==> config.mk <==
export PLATFORM = sky130hd
export DESIGN_NAME = uart_rx_fifo_flat
export DESIGN_NICKNAME = d
export VERILOG_FILES = /design/src/rtl/uart_rx_fifo_if.sv /design/src/rtl/uart_rx_fifo.sv /design/src/flat_wrapper.sv
export SDC_FILE = /design/constraint.sdc
export NUM_CORES = 1
export LEC_CHECK = 0
export ABC_AREA = 1
export CELL_PAD_IN_SITES_DETAIL_PLACEMENT = 0
export CELL_PAD_IN_SITES_GLOBAL_PLACEMENT = 2
export CORE_MARGIN = 2
export CORE_UTILIZATION = 42
export DETAILED_ROUTE_END_ITERATION = 6
export GPL_TIMING_DRIVEN = 0
export PLACE_DENSITY = 0.84
export SLEW_MARGIN = 20
export SYNTH_ARGS = -nofsm -noshare
export SYNTH_HDL_FRONTEND = slang
export SYNTH_SLANG_ARGS = --single-unit
==> constraint.sdc <==
create_clock -name clk -period 6.23 [get_ports clk]
set_input_delay 0.9345 -clock clk [delete_from_list [all_inputs] [get_ports clk]]
set_output_delay 0.9345 -clock clk [all_outputs]
set_load 0.05 [all_outputs]
==> src/rtl/uart_rx_fifo_if.sv <==
// Handshake bundle between a UART receiver, the RX FIFO and its consumer.
//   master : producer/consumer side (drives in_valid, in_data, rd_en, clr_ovf)
//   slave  : FIFO side (drives uart_rd_en, dout, empty, full, count, overflow)
interface uart_rx_fifo_if #(
  parameter int unsigned AW = 4
);
  logic          in_valid;
  logic [7:0]    in_data;
  logic          uart_rd_en;
  logic          rd_en;
  logic [7:0]    dout;
  logic          empty;
  logic          full;
  logic [AW:0]   count;
  logic          overflow;
  logic          clr_ovf;

  modport master (
    output in_valid, in_data, rd_en, clr_ovf,
    input  uart_rd_en, dout, empty, full, count, overflow
  );

  modport slave (
    input  in_valid, in_data, rd_en, clr_ovf,
    output uart_rd_en, dout, empty, full, count, overflow
  );
endinterface

==> src/rtl/uart_rx_fifo.sv <==
// Receive FIFO behind a UART: buffers bytes delivered as single-cycle
// in_valid pulses, first-word fall-through read side, sticky overflow flag.
// Ports:
//   clk, rst         : clock, asynchronous active-high reset
//   bus.in_valid/in_data : byte strobe and data from UART (rd_rdy/dout)
//   bus.uart_rd_en   : high while a byte can be accepted (~full)
//   bus.rd_en        : consumer pop request; bus.dout is the head byte
//   bus.empty/full/count : occupancy status from the registered count
//   bus.overflow     : sticky drop flag, cleared by bus.clr_ovf
module uart_rx_fifo #(
  parameter int unsigned DEPTH = 16,
  parameter int unsigned AW    = 4
) (
  input  logic            clk,
  input  logic            rst,
  uart_rx_fifo_if.slave   bus
);

  if ((DEPTH < 2) || (DEPTH > 256) || (DEPTH != (1 << AW))) begin : g_bad_param
    $error("uart_rx_fifo: DEPTH must be a power of two in 2..256 with AW = log2(DEPTH)");
  end

  logic [7:0]  mem [DEPTH];
  logic [AW-1:0] wr_ptr;
  logic [AW-1:0] rd_ptr;
  logic [AW:0]   count_q;
  logic          overflow_q;

  logic empty_c;
  logic full_c;
  logic pop_c;
  logic push_c;
  logic drop_c;

  // Status flags and transfer qualifiers; a pop frees a slot for a same-cycle push.
  always_comb begin
    empty_c = (count_q == '0);
    full_c  = (count_q == (AW+1)'(DEPTH));
    pop_c   = bus.rd_en && !empty_c;
    push_c  = bus.in_valid && (!full_c || pop_c);
    drop_c  = bus.in_valid && !push_c;
  end

  // Storage write; contents deliberately survive reset.
  always_ff @(posedge clk) begin
    if (push_c) begin
      mem[wr_ptr] <= bus.in_data;
    end
  end

  // Pointers, occupancy and sticky overflow.
  always_ff @(posedge clk or posedge rst) begin
    if (rst) begin
      wr_ptr     <= '0;
      rd_ptr     <= '0;
      count_q    <= '0;
      overflow_q <= 1'b0;
    end else begin
      if (push_c) begin
        wr_ptr <= wr_ptr + AW'(1);
      end
      if (pop_c) begin
        rd_ptr <= rd_ptr + AW'(1);
      end
      if (push_c && !pop_c) begin
        count_q <= count_q + (AW+1)'(1);
      end else if (pop_c && !push_c) begin
        count_q <= count_q - (AW+1)'(1);
      end
      // A drop in the same cycle as a clear keeps the flag set.
      if (drop_c) begin
        overflow_q <= 1'b1;
      end else if (bus.clr_ovf) begin
        overflow_q <= 1'b0;
      end
    end
  end

  assign bus.dout       = mem[rd_ptr];
  assign bus.empty      = empty_c;
  assign bus.full       = full_c;
  assign bus.count      = count_q;
  assign bus.overflow   = overflow_q;
  assign bus.uart_rd_en = !full_c;

endmodule

==> src/flat_wrapper.sv <==
// flat-port wrapper written by rule: the top's interface ports become plain ports
module uart_rx_fifo_flat 
#(
  parameter int unsigned DEPTH = 16,
  parameter int unsigned AW    = 4
)
  (clk, rst, bus_in_valid, bus_in_data, bus_rd_en, bus_clr_ovf, bus_uart_rd_en, bus_dout, bus_empty, bus_full, bus_count, bus_overflow);
  uart_rx_fifo_if #(.AW(AW)) bus_i ();
  input  logic clk;
  input  logic rst;
  input wire logic [$bits(bus_i.in_valid)-1:0] bus_in_valid;
  input wire logic [$bits(bus_i.in_data)-1:0] bus_in_data;
  input wire logic [$bits(bus_i.rd_en)-1:0] bus_rd_en;
  input wire logic [$bits(bus_i.clr_ovf)-1:0] bus_clr_ovf;
  output wire logic [$bits(bus_i.uart_rd_en)-1:0] bus_uart_rd_en;
  output wire logic [$bits(bus_i.dout)-1:0] bus_dout;
  output wire logic [$bits(bus_i.empty)-1:0] bus_empty;
  output wire logic [$bits(bus_i.full)-1:0] bus_full;
  output wire logic [$bits(bus_i.count)-1:0] bus_count;
  output wire logic [$bits(bus_i.overflow)-1:0] bus_overflow;
  assign bus_i.in_valid = bus_in_valid;
  assign bus_i.in_data = bus_in_data;
  assign bus_i.rd_en = bus_rd_en;
  assign bus_i.clr_ovf = bus_clr_ovf;
  assign bus_uart_rd_en = bus_i.uart_rd_en;
  assign bus_dout = bus_i.dout;
  assign bus_empty = bus_i.empty;
  assign bus_full = bus_i.full;
  assign bus_count = bus_i.count;
  assign bus_overflow = bus_i.overflow;
  uart_rx_fifo #(.DEPTH(DEPTH), .AW(AW)) u_core (.clk(clk), .rst(rst), .bus(bus_i));
endmodule
==> results of run 1 <==
==> report_power, final <==
| group | internal (W) | switching [W] |
|---|---|---|
| combinational | 0.000488 | 0.00111 |
| clock | 0.000627 | 0.000391 |
| sequential | 0.00116 | 0.0000644 |
| total | 0.00228 | 0.00157 |
==> through the flow <==
step | setup slack [ns] | cells
3_3_place_gp | 2.63 | 857
2_1_floorplan | 3.22 | 640
5_1_grt | 2.38 | 890
6_report | 2.50 | 890
4_1_cts | 2.45 | 890
3_5_place_dp | 2.85 | 858
==> state kept, by name, indices dropped and copies added (netlist names) <==
name and flops:
u_core.mem 128, u_core.bus.count 5, u_core.rd_ptr 4, u_core.wr_ptr 4
u_core.bus.overflow 1
==> synth_stat cells <==
| cell type | n |
|---|---|
| edfxtp_1 | 128 |
| buf_6 | 1 |
| clkinv_1 | 2 |
| inv_1 | 114 |
| nor2_1 | 10 |
| nand2_1 | 195 |
| nand4_1 | 1 |
| xor2_1 | 5 |
| o21ai_0 | 4 |
| xnor2_1 | 2 |
| nand3_1 | 106 |
| ha_1 | 9 |
| buf_1 | 1 |
| nor3_1 | 16 |
| fa_1 | 1 |
| inv_2 | 1 |
| a21oi_1 | 5 |
| buf_2 | 12 |
| buf_4 | 11 |
| dfrtp_1 | 14 |
| clkbuf_1 | 2 |
==> worst max-delay path: stages, from the launching register on <==
cell,delay (ns)
dfrtp_1,0.38
buf_2,0.19
inv_1,0.26
buf_4,0.27
nand3_1,0.10
nand3_1,0.12
nand3_1,0.15
nand2_1,0.11
clkdlybuf4s50_1,0.80
==> kinds of logic (layout without fill, tap and decap cells) <==
logic type | after synthesis | in the layout | share of synthesized area, %
AND/OR/NAND/NOR | 328 | 328 | 21.6
buffers and inverters | 144 | 206 | 9.41
XOR/XNOR | 7 | 7 | 0.954
flip-flops | 142 | 142 | 65.3
adder cells (fa/ha/maj) | 10 | 10 | 2.06
AO/OA/AOI/OAI | 9 | 9 | 0.701
==> final timing paths <==
kind | endpoint | slack [ns] | depth (start not counted)
max | bus_dout[3] | 2.50 | 8
min | u_core.bus.overflow$_DFFE_PP0P_ | 0.53 | 2
max reg2reg | u_core.bus.count[4]$_DFFE_PP0P_ | 3.84 | 12
min reg2reg | u_core.bus.overflow$_DFFE_PP0P_ | 0.53 | 2
max in group asynchronous | u_core.rd_ptr[2]$_DFFE_PP0P_ | 4.96 | 2
min in group asynchronous | u_core.bus.overflow$_DFFE_PP0P_ | 0.88 | 2
==> metal layers <==
layer | share of wire [%] | routed length (um)
met1 | 46 | 7210
met4 | 1.8 | 287
met2 | 47 | 7380
met5 | 0 | 0
met3 | 4.6 | 723
==> layout make-up <==
type	count	area, um2
plain buffers	27	165
clock inverters	14	170
inverters	117	439
fillers	1377	7450
repair buffers	30	298
multi-input cells	354	1710
clock buffers	18	429
well taps	188	235
flip-flops and latches	142	4190
==> out/metrics.csv, run 1 <==
stage;metric;value;unit
status;outcome;finished, final reports clean;
drt;via_per_inst;4.90;
clock_tree;clockBufferDepth;2;
worst_setup_path;cp_data_required_time;5.30;ns
worst_setup_path;end_kind;primary output;
clock_tree;cts_setup_buffers;0;
clock_tree;root_buffer;clkbuf_16;
floorplanning;initial_core_util;42.6;%
synthesis;syn_nets;663;
synthesis;ys_seq_area_share;65.3;%
clock_tree;cts_sinks;142;
clock_tree;ctsHtreeMaxLevel;4;
synthesis;synth.distinct_cells;21;
sta;drv_slew;0;
global_routing;antenna_found_initial;0;
power;power;0.00384;W
sta;rsz0062_at_grt;false;
power;leakage;3.26;nW
clock_tree;cts_buffers;17;
global_routing;met2_usage;32.8;%
global_routing;grt_use_met3;3.84;%
global_routing;grt_pass1_vias;4266;
global_routing;use_met1;28.2;%
worst_setup_path;cp_max_fo;10;
synthesis;netlist_top_cells_area;edfxtp_1, nand2_1, nand3_1, inv_1, dfrtp_1;
clock_tree;cts.reportedPaths.clkPinSlew;0.06;ns
sta;setup_viol;0;
sta;hold_viol;0;
sta;finalClockSkew;0.0118;ns
synthesis;syn_area;6420;um2
drt;dr.first_iter.drc_count;316;
worst_hold_path;worst_hold_path_type;register to register;
sta;slew_headroom;38.2;%
synthesis;syn_inst;640;
synthesis;avgSynthCellArea;10.0;um2
global_routing;grt_max_degree;17;
global_routing;grt_overflow_total;0;
sta;timing.hold.ws;0.527;ns
global_routing;grt_pass1_wl;24.1;mm
drt;wl;15.6;mm
sta;fin_crit;3.73;ns
floorplanning;rows;45;
layout;syn_to_final_growth;18.9;%
clock_tree;cts_tree;built;
layout;layout-drive-gt1-share;10.3;%
flow_run;cap_violations;0;
layout;final_util;50.6;%
drt;routedWlPerCell;17.5;um
worst_hold_path;hold_path.startpoint;u_core.bus.overflow$_DFFE_PP0P_;
floorplanning;die_height;128;um
clock_tree;cts_hold_buf;0;
layout;fin_nets;712;
drt;drc_errors;0;
worst_setup_path;r2r_start;u_core.bus.count[0]$_DFFE_PP0P_;
sta;fin_crit_sh;59.9;%
sta;tightest_slew;0.924;ns
drt;routed-via-count;4359;
drt;antenna_left;0;
global_routing;grt.total_usage;20.5;%
layout;final_common_cell;nand2_1;
place;dpl.hpwl;10.6;mm
worst_setup_path;worstPathArrival;2.80;ns
power;p_per_area;503;nW/um2
floorplanning;core_area;15100;um2
worst_setup_path;worstSetupPathType;register to primary output;
worst_setup_path;critPathLaunchType;register;
place;post_dp_cell_area;7020;um2
floorplanning;dieWidth;128;um
sta;fmax;0.268;GHz
synthesis;yosys.area.top_type;edfxtp_1;
layout;postLayoutCellArea;7640;um2
drt;dr.pass1.iters;7;
clock_tree;clk_latency;0.42;ns
place;numPortBuffers;29;
floorplanning;io_pins;30;
worst_setup_path;worstSetupStartpoint;u_core.rd_ptr[1]$_DFFE_PP0P_;
sta;setup-tns-final;0;ns
synthesis;ys_seq_elements;142;
layout;final_cell_mix;nand2_1, edfxtp_1, inv_1;
synthesis;synth_top_area_share;59.8;%
global_routing;grt_busiest_layer;met2;
power;vdd_ir_drop_max;0.232;mV
floorplanning;dieArea;16300;um2
place;gp_congestion;0.822;
clock_tree;cts_resized;0;
synthesis;ys_warn_count;0;
layout;antenna_cells;0;
Note: power is estimated with default switching activity, not from simulation.
==> run 2: changes to the inputs <==
--- a/config.mk
+++ b/config.mk
@@ -9,10 +9,10 @@
 export CELL_PAD_IN_SITES_DETAIL_PLACEMENT = 0
 export CELL_PAD_IN_SITES_GLOBAL_PLACEMENT = 2
 export CORE_MARGIN = 2
-export CORE_UTILIZATION = 42
+export CORE_UTILIZATION = 36
 export DETAILED_ROUTE_END_ITERATION = 6
 export GPL_TIMING_DRIVEN = 0
-export PLACE_DENSITY = 0.84
+export PLACE_DENSITY = 0.76
 export SLEW_MARGIN = 20
 export SYNTH_ARGS = -nofsm -noshare
 export SYNTH_HDL_FRONTEND = slang
==> constraint.sdc (replaced) <==
create_clock -name clk -period 3.2 [get_ports clk]
set_input_delay 0.48 -clock clk [delete_from_list [all_inputs] [get_ports clk]]
set_output_delay 0.48 -clock clk [all_outputs]
set_load 0.05 [all_outputs]
==> out/metrics.csv, run 2 (same netlist as run 1, synthesis figures left out) <==
stage;metric;value;unit
power;p_per_area;967;nW/um2
power;vdd_ir_drop_max;0.475;mV
clock_tree;clockBufferDepth;2;
clock_tree;ctsHtreeMaxLevel;4;
clock_tree;cts_setup_buffers;0;
clock_tree;cts.reportedPaths.clkPinSlew;0.06;ns
power;swShare;41.3;%
worst_setup_path;worstPathArrival;2.47;ns
worst_setup_path;worstRegToRegCells;12;
layout;postLayoutCellArea;7690;um2
worst_setup_path;cp_num_cells;7;
sta;timing.hold.ws;0.424;ns
sta;fin_crit_sh;92.1;%
sta;fin_crit;2.95;ns
sta;tightest_slew;0.948;ns
floorplanning;initial_core_util;37.0;%
floorplanning;dieArea;18900;um2
worst_hold_path;worst_hold_path_type;input port to asynchronous set/reset pin;
drt;via_per_inst;4.72;
layout;fin_nets;715;
worst_setup_path;worstSetupPathType;register to primary output;
drt;routed-via-count;4385;
floorplanning;core_area;17400;um2
place;post_dp_cell_area;7100;um2
drt;dr.first_iter.drc_count;296;
global_routing;grt_max_degree;17;
layout;multi_input_area;1710;um2
sta;setup_viol;0;
worst_setup_path;cp_data_required_time;2.72;ns
place;numPortBuffers;29;
global_routing;grt.total_usage;18.7;%
drt;antenna_left;0;
clock_tree;clk_latency;0.42;ns
floorplanning;die_height;138;um
drt;routedWlPerCell;17.7;um
worst_setup_path;crit_slowest_cell;dlygate4sd2_1;
place;gp_congestion;0.827;
global_routing;grt_pass1_wl;24.6;mm
layout;largest_register;u_core.mem;
clock_tree;cts_buffers;17;
floorplanning;dieWidth;138;um
power;p_seq_share;32.0;%
clock_tree;cts_tree;built;
layout;ff_latch_area;4190;um2
global_routing;antenna_found_initial;0;
floorplanning;io_pins;30;
layout;syn_to_final_growth;19.8;%
layout;layout-drive-gt1-share;10.8;%
worst_setup_path;max_stage_delay;0.54;ns
sta;fmax;0.339;GHz
status;outcome;finished, final reports clean;
global_routing;grt_overflow_total;0;
flow_run;cap_violations;0;
place;dpl.hpwl;11.0;mm
layout;antenna_cells;0;
clock_tree;root_buffer;clkbuf_16;
sta;setup-tns-final;0;ns
clock_tree;cts_sinks;142;
worst_setup_path;critPathLaunchType;register;
layout;largest_reg_flops;128;
layout;final_cell_mix;nand2_1, edfxtp_1, inv_1;
worst_setup_path;critPathBufInv;3;
sta;slew_headroom;36.6;%
sta;hold_viol;0;
global_routing;grt_pass1_vias;4170;
sta;finalClockSkew;0.00522;ns
floorplanning;rows;48;
power;power_frac_comb;41.2;%
sta;rsz0062_at_grt;false;
worst_setup_path;end_kind;primary output;
worst_setup_path;cp_cell_sequence;buf_2, clkbuf_1, nand2_1, nand3_1, nand3_1, nand2_1, dlygate4sd2_1;
worst_setup_path;cp_top_family;buffers and inverters;
power;leakage;3.30;nW
sta;drv_slew;0;
drt;wl;16.4;mm
power;clockPowerShare;26.8;%
layout;final_common_cell;nand2_1;
drt;drc_errors;0;
layout;fillers;1656;
power;switching_power;0.00308;W
worst_setup_path;cp_max_fo;10;
drt;dr.pass1.iters;4;
power;p_int;0.00436;W
[run 2: changes by cell type in the layout (fill, tap and decap cells not counted), sizes merged]
| cell | previous run | this run |
|---|---|---|
| clkdlybuf4s50 | 29 | 21 |
| dlygate4sd2 | 0 | 8 |
| buf | 26 | 29 |
| clkinvlp | 6 | 3 |
| clkinv | 7 | 9 |
| inv | 115 | 116 |
[run 2: repair_timing]
| item | in CTS | in global routing |
|---|---|---|
| hold buffers | 0 | 0 |
| resized for setup | 8 | 0 |
| setup endpoints to repair | 8 | 0 |
[run 2: worst paths after layout]
| check | start | to | slack, ns |
|---|---|---|---|
| worst max-delay path | u_core.rd_ptr[1]$_DFFE_PP0P_ | bus_dout[3] | 0.25 |
| worst min-delay path | rst | u_core.bus.count[0]$_DFFE_PP0P_ | 0.42 |
| worst max register to register | u_core.bus.count[0]$_DFFE_PP0P_ | u_core.bus.count[4]$_DFFE_PP0P_ | 0.90 |
| worst min register to register | u_core.bus.overflow$_DFFE_PP0P_ | u_core.bus.overflow$_DFFE_PP0P_ | 0.53 |
| max in group asynchronous | rst | u_core.rd_ptr[3]$_DFFE_PP0P_ | 2.39 |
| min in group clk | u_core.bus.overflow$_DFFE_PP0P_ | u_core.bus.overflow$_DFFE_PP0P_ | 0.53 |
[run 2: area by class of cell]
class                      count  area share [%]
timing repair buffer          33            4.03
sequential                   142            54.5
tap                          225            3.66
inverter                     117            5.71
buffer                        27            2.15
clock inverter                14            2.18
clock buffer                  18            5.58
multi-input combinational    354            22.2
[run 2: power groups by stage]
stage	clock (W)	combinational, W	sequential (W)
after floorplan	0	0.00196	0.00251
after global placement	0	0.00311	0.00242
after global routing	0.00210	0.00338	0.00241
final	0.00199	0.00306	0.00238
after detailed placement	0	0.00317	0.00242
after CTS	0.00202	0.00310	0.00238
[run 2: stage by stage]
step	setup slack [ns]	utilization (%)	instances	power (W)
detailed placement	0.326	40.9	898	0.00559
CTS	0.202	44.3	930	0.00751
global route	0.131	44.3	930	0.00789
global placement	0.108	40.3	894	0.00552
finish	0.253	44.3	930	0.00744
floorplan	0.647	-	640	0.00447
[run 2: routing by layer]
layer  vias to the layer above  part of all wire (%)  global-route usage [%]
li1                       2171                     -                       -
met1                      2107                    47                    25.5
met2                        87                    48                    30.1
met3                        20                   3.6                    3.53
met4                         0                   1.5                    6.47
met5                         -                     0                       0
==> run 3: changes to the inputs <==
--- a/config.mk
+++ b/config.mk
@@ -10,9 +10,12 @@
 export CELL_PAD_IN_SITES_GLOBAL_PLACEMENT = 2
 export CORE_MARGIN = 2
 export CORE_UTILIZATION = 36
+export CTS_CLUSTER_SIZE = 14
 export DETAILED_ROUTE_END_ITERATION = 6
 export GPL_TIMING_DRIVEN = 0
 export PLACE_DENSITY = 0.76
+export RECOVER_POWER = 50
+export SKIP_LAST_GASP = 1
 export SLEW_MARGIN = 20
 export SYNTH_ARGS = -nofsm -noshare
 export SYNTH_HDL_FRONTEND = slang
==> out/metrics.csv, run 3 (same netlist as run 1, synthesis figures left out) <==
stage;metric;value;unit
clock_tree;cts.reportedPaths.clkPinSlew;0.06;ns
drt;dr.first_iter.drc_count;296;
clock_tree;clockBufferDepth;2;
layout;final_cell_mix;nand2_1, edfxtp_1, inv_1;
layout;fin_nets;715;
place;post_dp_cell_area;7100;um2
global_routing;grt_max_degree;17;
sta;slew_headroom;36.0;%
sta;fin_crit;2.95;ns
drt;wl;16.5;mm
drt;antenna_left;0;
layout;layout-drive-gt1-share;10.6;%
sta;rsz0062_at_grt;false;
worst_setup_path;worstPathArrival;2.47;ns
worst_setup_path;critPathLaunchType;register;
worst_hold_path;worst_hold_path_type;register to register;
power;p_per_area;967;nW/um2
drt;drc_errors;0;
worst_setup_path;r2r_start;u_core.bus.count[0]$_DFFE_PP0P_;
layout;final_common_cell;nand2_1;
worst_setup_path;rrSetupSlack;0.90;ns
sta;tightest_slew;0.957;ns
clock_tree;root_buffer;clkbuf_16;
global_routing;grt.total_usage;18.7;%
clock_tree;cts_sinks;142;
floorplanning;die_height;138;um
floorplanning;dieWidth;138;um
worst_setup_path;end_kind;primary output;
sta;hold_viol;0;
power;vdd_ir_drop_max;0.475;mV
global_routing;grt_pass1_vias;4170;
global_routing;grt_pass1_wl;24.6;mm
sta;setup_viol;0;
layout;largest_register;u_core.mem;
floorplanning;dieArea;18900;um2
layout;antenna_cells;0;
sta;drv_slew;0;
worst_hold_path;hold_path_end;u_core.bus.overflow$_DFFE_PP0P_;
clock_tree;clk_latency;0.42;ns
place;numPortBuffers;29;
worst_hold_path;holdPathStages;2;
floorplanning;initial_core_util;37.0;%
place;gp_congestion;0.827;
sta;fmax;0.339;GHz
clock_tree;cts_tree;built;
global_routing;grt_overflow_total;0;
floorplanning;io_pins;30;
worst_setup_path;worstSetupStartpoint;u_core.rd_ptr[1]$_DFFE_PP0P_;
layout;largest_reg_flops;128;
drt;via_per_inst;4.71;
sta;setup-tns-final;0;ns
layout;final_util;44.3;%
layout;syn_to_final_growth;19.7;%
floorplanning;rows;48;
clock_tree;ctsHtreeMaxLevel;4;
worst_hold_path;hold_path.startpoint;u_core.bus.overflow$_DFFE_PP0P_;
clock_tree;cts_buffers;17;
drt;dr.pass1.iters;4;
place;dpl.hpwl;11.0;mm
sta;finalClockSkew;0.00509;ns
sta;fin_crit_sh;92.1;%
worst_setup_path;worstRegToRegCells;12;
worst_setup_path;cp_data_required_time;2.72;ns
status;outcome;finished, final reports clean;
floorplanning;core_area;17400;um2
drt;routedWlPerCell;17.7;um
power;leakage;3.30;nW
drt;routed-via-count;4383;
worst_setup_path;worstSetupPathType;register to primary output;
worst_setup_path;reg2reg_to;u_core.bus.count[4]$_DFFE_PP0P_;
worst_setup_path;cp_max_fo;10;
layout;postLayoutCellArea;7690;um2
flow_run;cap_violations;0;
global_routing;antenna_found_initial;0;
## run 3: metrics by stage
stage / power, W / hold WS [ns] / instances / setup WS (ns)
floorplan: 0.00447 / 0.369 / 640 / 0.647
global placement: 0.00552 / 0.510 / 894 / 0.108
detailed placement: 0.00559 / 0.523 / 898 / 0.326
CTS: 0.00751 / 0.427 / 930 / 0.202
global route: 0.00789 / 0.565 / 930 / 0.131
finish: 0.00744 / 0.529 / 930 / 0.253
## run 3: metal layers
metal  track usage [%]  share of wire (%)
met1              25.5                 47
met2              30.1                 48
met3              3.53                3.5
met4              6.47                1.5
met5                 0                  0
## run 3: how the worst max path moves through the flow
stage,endpoint,slack [ns],cells past startpoint
after floorplan,bus_uart_rd_en,0.65,4
after global placement,u_core.mem[13][7]$_DFFE_PP_,0.11,6
after detailed placement,u_core.mem[2][0]$_DFFE_PP_,0.33,6
after CTS,bus_dout[2],0.20,8
after global routing,bus_dout[5],0.13,8
final,bus_dout[3],0.25,7
## run 3: power by group
part / switching [W] / total [W] / internal (W)
clock: 0.000770 / 0.00199 / 0.00122
sequential: 0.000122 / 0.00238 / 0.00226
combinational: 0.00219 / 0.00306 / 0.000874
## run 3: layout make-up
cell class / count / area (um2)
fillers: 1656 / 9670
flip-flops and latches: 142 / 4190
multi-input cells: 354 / 1710
inverters: 117 / 439
clock buffers: 18 / 429
repair buffers: 33 / 310
well taps: 225 / 282
clock inverters: 14 / 168
plain buffers: 27 / 161
## run 3: timing repair
action | 4_1_cts | 5_1_grt
hold buffers | 0 | 0
hold endpoints to repair | 0 | 0
setup endpoints to repair | 8 | 0
resized for setup | 8 | 0
buffers inserted | 0 | 0
## run 3: worst max-delay path: stages, from the launching register on
cell	delay, ns
dfrtp_1	0.34
buf_2	0.18
clkbuf_1	0.46
nand2_1	0.14
nand3_1	0.16
nand3_1	0.13
nand2_1	0.09
dlygate4sd2_1	0.54
